<file path="src/rtl/enum_type.sv">
// Shared game-state encoding for the Tetris engine and its command path.
package enum_type;

    typedef enum logic [3:0] {
        NONE   = 4'd0,
        WAIT   = 4'd1,
        LEFT   = 4'd2,
        RIGHT  = 4'd3,
        DOWN   = 4'd4,
        DROP   = 4'd5,
        ROTATE = 4'd6,
        BAR    = 4'd7
    } state_type;

    localparam int CMD_W = $bits(state_type);

endpackage

</file>
<file path="src/rtl/cmd_arbiter_rr_arbiter.sv">
// Round-robin arbiter: search starts one past the last granted index.
module rr_arbiter #(
    parameter int N = 4
) (
    input  logic         clk,
    input  logic         reset_n,
    input  logic [N-1:0] req,
    input  logic         advance,
    output logic [N-1:0] grant
);

    localparam int IW = (N > 1) ? $clog2(N) : 1;

    logic [IW-1:0] last_q;
    logic [IW-1:0] last_d;
    logic [IW-1:0] grant_idx;
    logic          found;

    // Pick the first requester after the last grant, wrapping modulo N.
    always_comb begin
        grant     = '0;
        grant_idx = last_q;
        found     = 1'b0;
        for (int off = 1; off <= N; off++) begin
            if (!found && req[(int'(last_q) + off) % N]) begin
                found = 1'b1;
                grant[(int'(last_q) + off) % N] = 1'b1;
                grant_idx = IW'((int'(last_q) + off) % N);
            end
        end
        last_d = advance ? grant_idx : last_q;
    end

    // Pointer moves only when the grant actually turned into a transfer.
    always_ff @(posedge clk or negedge reset_n) begin
        if (!reset_n) begin
            last_q <= '0;
        end else begin
            last_q <= last_d;
        end
    end

endmodule

</file>
<file path="src/rtl/cmd_arbiter.sv">
// Two-class round-robin merge of game commands into a FIFO; one command is
// issued per engine WAIT window as a single-cycle pulse on control.
// Optional macro CMD_COALESCE_EN: drop repeated low-class DOWN/BAR commands
// that match the most recently queued entry and count them.
module cmd_arbiter
    import enum_type::*;
#(
    parameter int               NREQ      = 4,
    parameter int               QSIZE     = 16,
    parameter logic [NREQ-1:0]  PRIO_MASK = 4'b0011
) (
    input  logic                      clk,
    input  logic                      reset_n,
    input  logic [NREQ-1:0]           req_valid,
    input  logic [NREQ*CMD_W-1:0]     req_cmd,
    output logic [NREQ-1:0]           req_ready,
    input  state_type                 state,
    input  logic                      flush,
    output state_type                 control,
    output logic [$clog2(QSIZE):0]    q_count,
    output logic [15:0]               coalesce_cnt
);

    localparam int AW = $clog2(QSIZE);
    localparam int CW = AW + 1;

    state_type       mem [QSIZE];
    logic [AW-1:0]   wptr_q, wptr_d, rptr_q, rptr_d;
    logic [CW-1:0]   count_q, count_d;
    state_type       control_q, control_d;

    state_type       cmd_a [NREQ];
    logic [NREQ-1:0] elig, hi_grant, lo_grant, grant;
    logic            any_hi, any_elig, pop, full, blocked, transfer, push, coal;
    logic            hi_adv, lo_adv;
    state_type       grant_cmd;

    genvar gi;
    generate
        for (gi = 0; gi < NREQ; gi++) begin : g_req
            assign cmd_a[gi] = state_type'(req_cmd[gi*CMD_W +: CMD_W]);
            assign elig[gi]  = req_valid[gi] && (cmd_a[gi] != NONE);
        end
    endgenerate

    rr_arbiter #(.N(NREQ)) u_hi (
        .clk(clk), .reset_n(reset_n), .req(elig & PRIO_MASK),
        .advance(hi_adv), .grant(hi_grant)
    );

    rr_arbiter #(.N(NREQ)) u_lo (
        .clk(clk), .reset_n(reset_n), .req(elig & ~PRIO_MASK),
        .advance(lo_adv), .grant(lo_grant)
    );

    // Grant selection, handshake and FIFO next-state.
    always_comb begin
        any_hi    = |(elig & PRIO_MASK);
        any_elig  = |elig;
        grant     = any_hi ? hi_grant : lo_grant;
        grant_cmd = NONE;
        for (int i = 0; i < NREQ; i++) begin
            if (grant[i]) grant_cmd = cmd_a[i];
        end
        pop     = (state == WAIT) && (count_q != '0) && (control_q == NONE) && !flush;
        full    = (count_q == CW'(QSIZE));
        blocked = flush || (full && !pop) || !reset_n;
        if (blocked)       req_ready = '0;
        else if (any_elig) req_ready = grant;
        else               req_ready = req_valid;   // NONE commands are simply discarded
        transfer = !blocked && any_elig;
        hi_adv   = transfer && any_hi;
        lo_adv   = transfer && !any_hi;
        push     = transfer && !coal;

        wptr_d    = wptr_q + AW'(push);
        rptr_d    = rptr_q + AW'(pop);
        count_d   = count_q + CW'(push) - CW'(pop);
        control_d = pop ? mem[rptr_q] : NONE;
        if (flush) begin
            wptr_d    = '0;
            rptr_d    = '0;
            count_d   = '0;
            control_d = NONE;
        end
    end

`ifdef CMD_COALESCE_EN
    state_type tail_q, tail_d;
    logic [15:0] coal_cnt_q, coal_cnt_d;
    logic        tail_live;

    // A tail entry being popped right now is no longer a coalescing target.
    always_comb begin
        tail_live  = (count_q != '0) && !((count_q == CW'(1)) && pop);
        coal       = !any_hi && ((grant_cmd == DOWN) || (grant_cmd == BAR))
                     && tail_live && (tail_q == grant_cmd);
        tail_d     = push ? grant_cmd : tail_q;
        coal_cnt_d = coal_cnt_q;
        if (transfer && coal && (coal_cnt_q != 16'hFFFF)) coal_cnt_d = coal_cnt_q + 16'd1;
    end

    // Remember the last pushed command and the saturating coalesce count.
    always_ff @(posedge clk or negedge reset_n) begin
        if (!reset_n) begin
            tail_q     <= NONE;
            coal_cnt_q <= '0;
        end else begin
            tail_q     <= tail_d;
            coal_cnt_q <= coal_cnt_d;
        end
    end

    assign coalesce_cnt = coal_cnt_q;
`else
    assign coal         = 1'b0;
    assign coalesce_cnt = '0;
`endif

    // Queue storage: write at the tail, read only through the control register.
    always_ff @(posedge clk) begin
        if (push && !flush) mem[wptr_q] <= grant_cmd;
    end

    // Pointers, occupancy and the issued-command register.
    always_ff @(posedge clk or negedge reset_n) begin
        if (!reset_n) begin
            wptr_q    <= '0;
            rptr_q    <= '0;
            count_q   <= '0;
            control_q <= NONE;
        end else begin
            wptr_q    <= wptr_d;
            rptr_q    <= rptr_d;
            count_q   <= count_d;
            control_q <= control_d;
        end
    end

    assign control = control_q;
    assign q_count = count_q;

endmodule
</file>
<file path="config.mk">
export PLATFORM = sky130hd
export DESIGN_NAME = cmd_arbiter
export DESIGN_NICKNAME = d
export VERILOG_FILES = /design/src/rtl/enum_type.sv /design/src/rtl/cmd_arbiter_rr_arbiter.sv /design/src/rtl/cmd_arbiter.sv
export SDC_FILE = /design/constraint.sdc
export NUM_CORES = 1
export LEC_CHECK = 0
export CAP_MARGIN = 20
export CORE_ASPECT_RATIO = 0.9
export CORE_MARGIN = 2
export CORE_UTILIZATION = 35
export CTS_BUF_LIST = sky130_fd_sc_hd__clkbuf_2 sky130_fd_sc_hd__clkbuf_4 sky130_fd_sc_hd__clkbuf_8
export CTS_CLUSTER_DIAMETER = 100
export DETAILED_ROUTE_END_ITERATION = 7
export GPL_TIMING_DRIVEN = 0
export PLACE_DENSITY = 0.53
export SYNTH_ARGS = -nofsm -noshare
export SYNTH_HDL_FRONTEND = slang
export SYNTH_SLANG_ARGS = --single-unit
</file>
<file path="constraint.sdc">
create_clock -name clk -period 9.25 [get_ports clk]
set_clock_uncertainty 0.2 [all_clocks]
set_input_delay 1.85 -clock clk [delete_from_list [all_inputs] [get_ports clk]]
set_output_delay 1.85 -clock clk [all_outputs]
set_load 0.05 [all_outputs]
</file>
==> results of run 1 <==
synth_stat cells (10+ instances only):
master,n,share of area [%]
nand3_1,12,1.2
nor2b_1,13,1.6
dfrtp_1,21,10
clkbuf_1,13,0.97
ha_1,25,6.2
nor2_1,41,3.1
edfxtp_1,64,38
inv_1,22,1.6
buf_4,17,2.5
o21ai_0,10,1.0
mux4_2,20,9.0
nor3_1,13,1.3
a21oi_1,16,1.6
nand2_1,15,1.1
critical path, stage by stage:
cell             delay (ns)
clkdlybuf4s50_1        0.53
o41ai_4                0.58
buf_2                  0.31
o21ai_0                0.14
o22ai_1                0.16
a311o_1                0.19
nand3_1                0.20
a221oi_1               0.43
clkdlybuf4s50_1        0.87
area by class of cell:
class	count	area share (%)
Multi-Input combinational cell	282	38.7
Inverter	23	1.45
Timing Repair Buffer	41	7.21
Tap cell	193	4.06
Sequential cell	85	41.1
Clock inverter	5	1.13
Buffer	37	3.78
Clock buffer	11	2.54
cell usage in the layout, fill, tap and decap left out, types with 7 or more instances in the layout:
master | synthesis | routed
conb_1 | 1 | 16
nor4_1 | 7 | 7
clkbuf_1 | 13 | 13
a21oi_1 | 16 | 16
nor2_1 | 41 | 41
o21ai_0 | 10 | 10
clkdlybuf4s50_1 | 0 | 39
dfrtp_1 | 21 | 21
nand2_1 | 15 | 15
nand2b_1 | 7 | 7
ha_1 | 25 | 25
inv_1 | 22 | 22
clkbuf_8 | 0 | 11
buf_4 | 17 | 17
nor3_1 | 13 | 13
nor2b_1 | 13 | 13
edfxtp_1 | 64 | 64
mux4_2 | 20 | 20
nand3_1 | 12 | 12
routing by layer:
layer	vias up	GRT usage [%]
met5	-	0
met4	0	3.63
met3	9	4.27
met2	129	24.5
met1	1725	22.1
li1	1678	-
worst paths after layout:
kind,end,depth (start not counted),slack (ns),startpoint
max reg2reg,mem[0][3],11,4.35,u_lo.last_q[1]
min,q_count[4],3,0.44,q_count[3]
min reg2reg,q_count[4],3,0.44,q_count[3]
min in group asynchronous,q_count[4],1,1.63,reset_n
max in group asynchronous,wptr_q[0],2,6.73,reset_n
max,req_ready[2],9,1.94,req_cmd[4]
per-stage QoR:
| stage | std cells | util (%) | area [sq um] | total power, mW |
|---|---|---|---|---|
| 3_5_place_dp | 660 | 40.8 | 5710 | 1.02 |
| 3_3_place_gp | 659 | 40.7 | 5700 | 1.00 |
| 6_report | 677 | 42.5 | 5950 | 1.30 |
| 4_1_cts | 676 | 42.3 | 5930 | 1.31 |
| 2_1_floorplan | 427 | - | 5060 | 0.869 |
| 5_1_grt | 677 | 42.5 | 5950 | 1.38 |
power by group:
group	internal, mW	leakage, nW	total (mW)	switching, mW
Sequential	0.500	0.861	0.521	0.0207
Combinational	0.181	1.19	0.493	0.312
Clock	0.143	0.112	0.282	0.139
Total	0.824	2.17	1.30	0.472
kinds of logic after synthesis:
kind of cell,count (synthesis),share of synthesized area (%)
buffers and inverters,60,6.22
adder cells (fa/ha/maj),26,6.65
AND/OR/NAND/NOR,130,13.5
other,1,0.0749
flip-flops,85,48.9
AO/OA/AOI/OAI,80,13.3
XOR/XNOR,7,1.22
multiplexers,23,10.1
registers in the layout (all words and copies together), names as in the netlist:
name,cells
rptr_q,4
control,4
q_count,5
u_lo.last_q,2
mem,64
wptr_q,4
u_hi.last_q,2
==> flow_summary.toml, run 1 <==
[job]
maxCapViolations = 0

[timing]
min_period_over_period_pct = 79.0
hold_ws_ns = 0.436
finalCriticalPeriod_ns = 7.31
final_setup_slack_of_the_worst_path_ns = 1.94
achievable-frequency_ghz = 0.137
timing.final.setup_violations = 0
relSlewSlack_pct = 23.0
worst_tran_pin_value_ns = 1.16
hold_violations = 0
grt_setup_unrepaired = "no"
finalMaxSlewViolations = 0
setup_tns_ns = 0

[clock_tree]
cts.sink_count = 85
clock_tree.root_cell = "clkbuf_8"
cts-htree-levels = 3
clock_path_buffers = 2
cts_tree = "yes"
cts_hold_buffers = 0
numCtsBuffers = 9
cts_setup_buffers = 0
worst_skew_pair.late_latency_ns = 0.37
clkTransAtPathRegs_ns = 0.10
ctsResizeCount = 0

[global_routing]
antenna_found_initial = 0
largest_net_degree_at_the_start_of_global_routing = 23
overflow = 0
first_global_vias = 3476
grt_pass1_wl_mm = 18.5
global_route.usage.total_pct = 15.8

[finish]
sequential_cell_area_sq_um = 2450
area.growth.synth_to_final_pct = 18.9
diodes = 0
design.final.nets = 532
multi_input_comb_area_sq_um = 2310
num-fill-cells = 1318
drive_above_1_share_pct = 15.9

[synthesis]
syn_inst = 412
netlist_area_sq_um = 5010
postSynth.asyncResetShare_pct = 24.7
synth_seq_cells = 85
syn_area_per_cell_sq_um = 12.2
yosys_warnings = 0
synth_enable_flop_cells = 64
synth_cell_types = 64
seq_total_area_yosys_pct = 48.9
synth_ff_type = "edfxtp_1"

[worst_setup_path]
start_kind = "primary input"
crit_path_kind = "in -> out"
type_of_element_capturing_the_critical_path = "primary output"
critPathArrivalTime_ns = 5.26
required_ns = 7.20
worst-path-max-fanout = 10

[placed_design]
io_buffer_count = 39
routabilityCongestion = 0.844
place_ws_ns = 2.03
dpl.hpwl_mm = 8.49

[drt]
route.top_layer_used = "met4"
drc = 0
detailedRoute.firstPassIterationCount = 5
drt-initial-drc-count = 222
met2_wirelength_mm = 5.32
antenna_violating_nets_post_route = 0
m1WireLength_mm = 5.37
detailroute.wirelength.met3_um = 646
route.detailed.vias_per_inst = 5.23
totalWireLength_mm = 11.4
vias = 3541
detail_route.wl_per_cell_um = 16.9

[hold_path]
hp-class = "reg -> reg"

[run_status]
run_status = "completed"

[floorplanning]
die_y_um = 117
fp.dieW_um = 130
floorplan.initialDensity_pct = 35.8
fp.coreArea_sq_um = 14000
io_pins = 56
fp-row-count = 41
die_area_sq_um = 15300

[power]
vdd.ir_drop.worst_mv = 0.0732
total_leakage_power_nw = 2.17
power_density_nw_per_um2 = 218
Note: power is estimated with default switching activity, not from simulation.
==> inputs of run 2 (changes only) <==
- clock period: 9.25 -> 6.95 ns (I/O delays scaled with it)
==> results of run 2 <==
Same layout as run 1 (identical final DEF). Status: completed.
Among the figures that moved: setup slack after placement 2.03 ns -> 0.648 ns; setup slack after layout 1.94 ns -> 0.560 ns; register-to-register setup slack 4.35 ns -> 2.05 ns; total power 1.30 mW -> 1.73 mW; worst IR drop on VDD 0.0732 mV -> 0.0974 mV
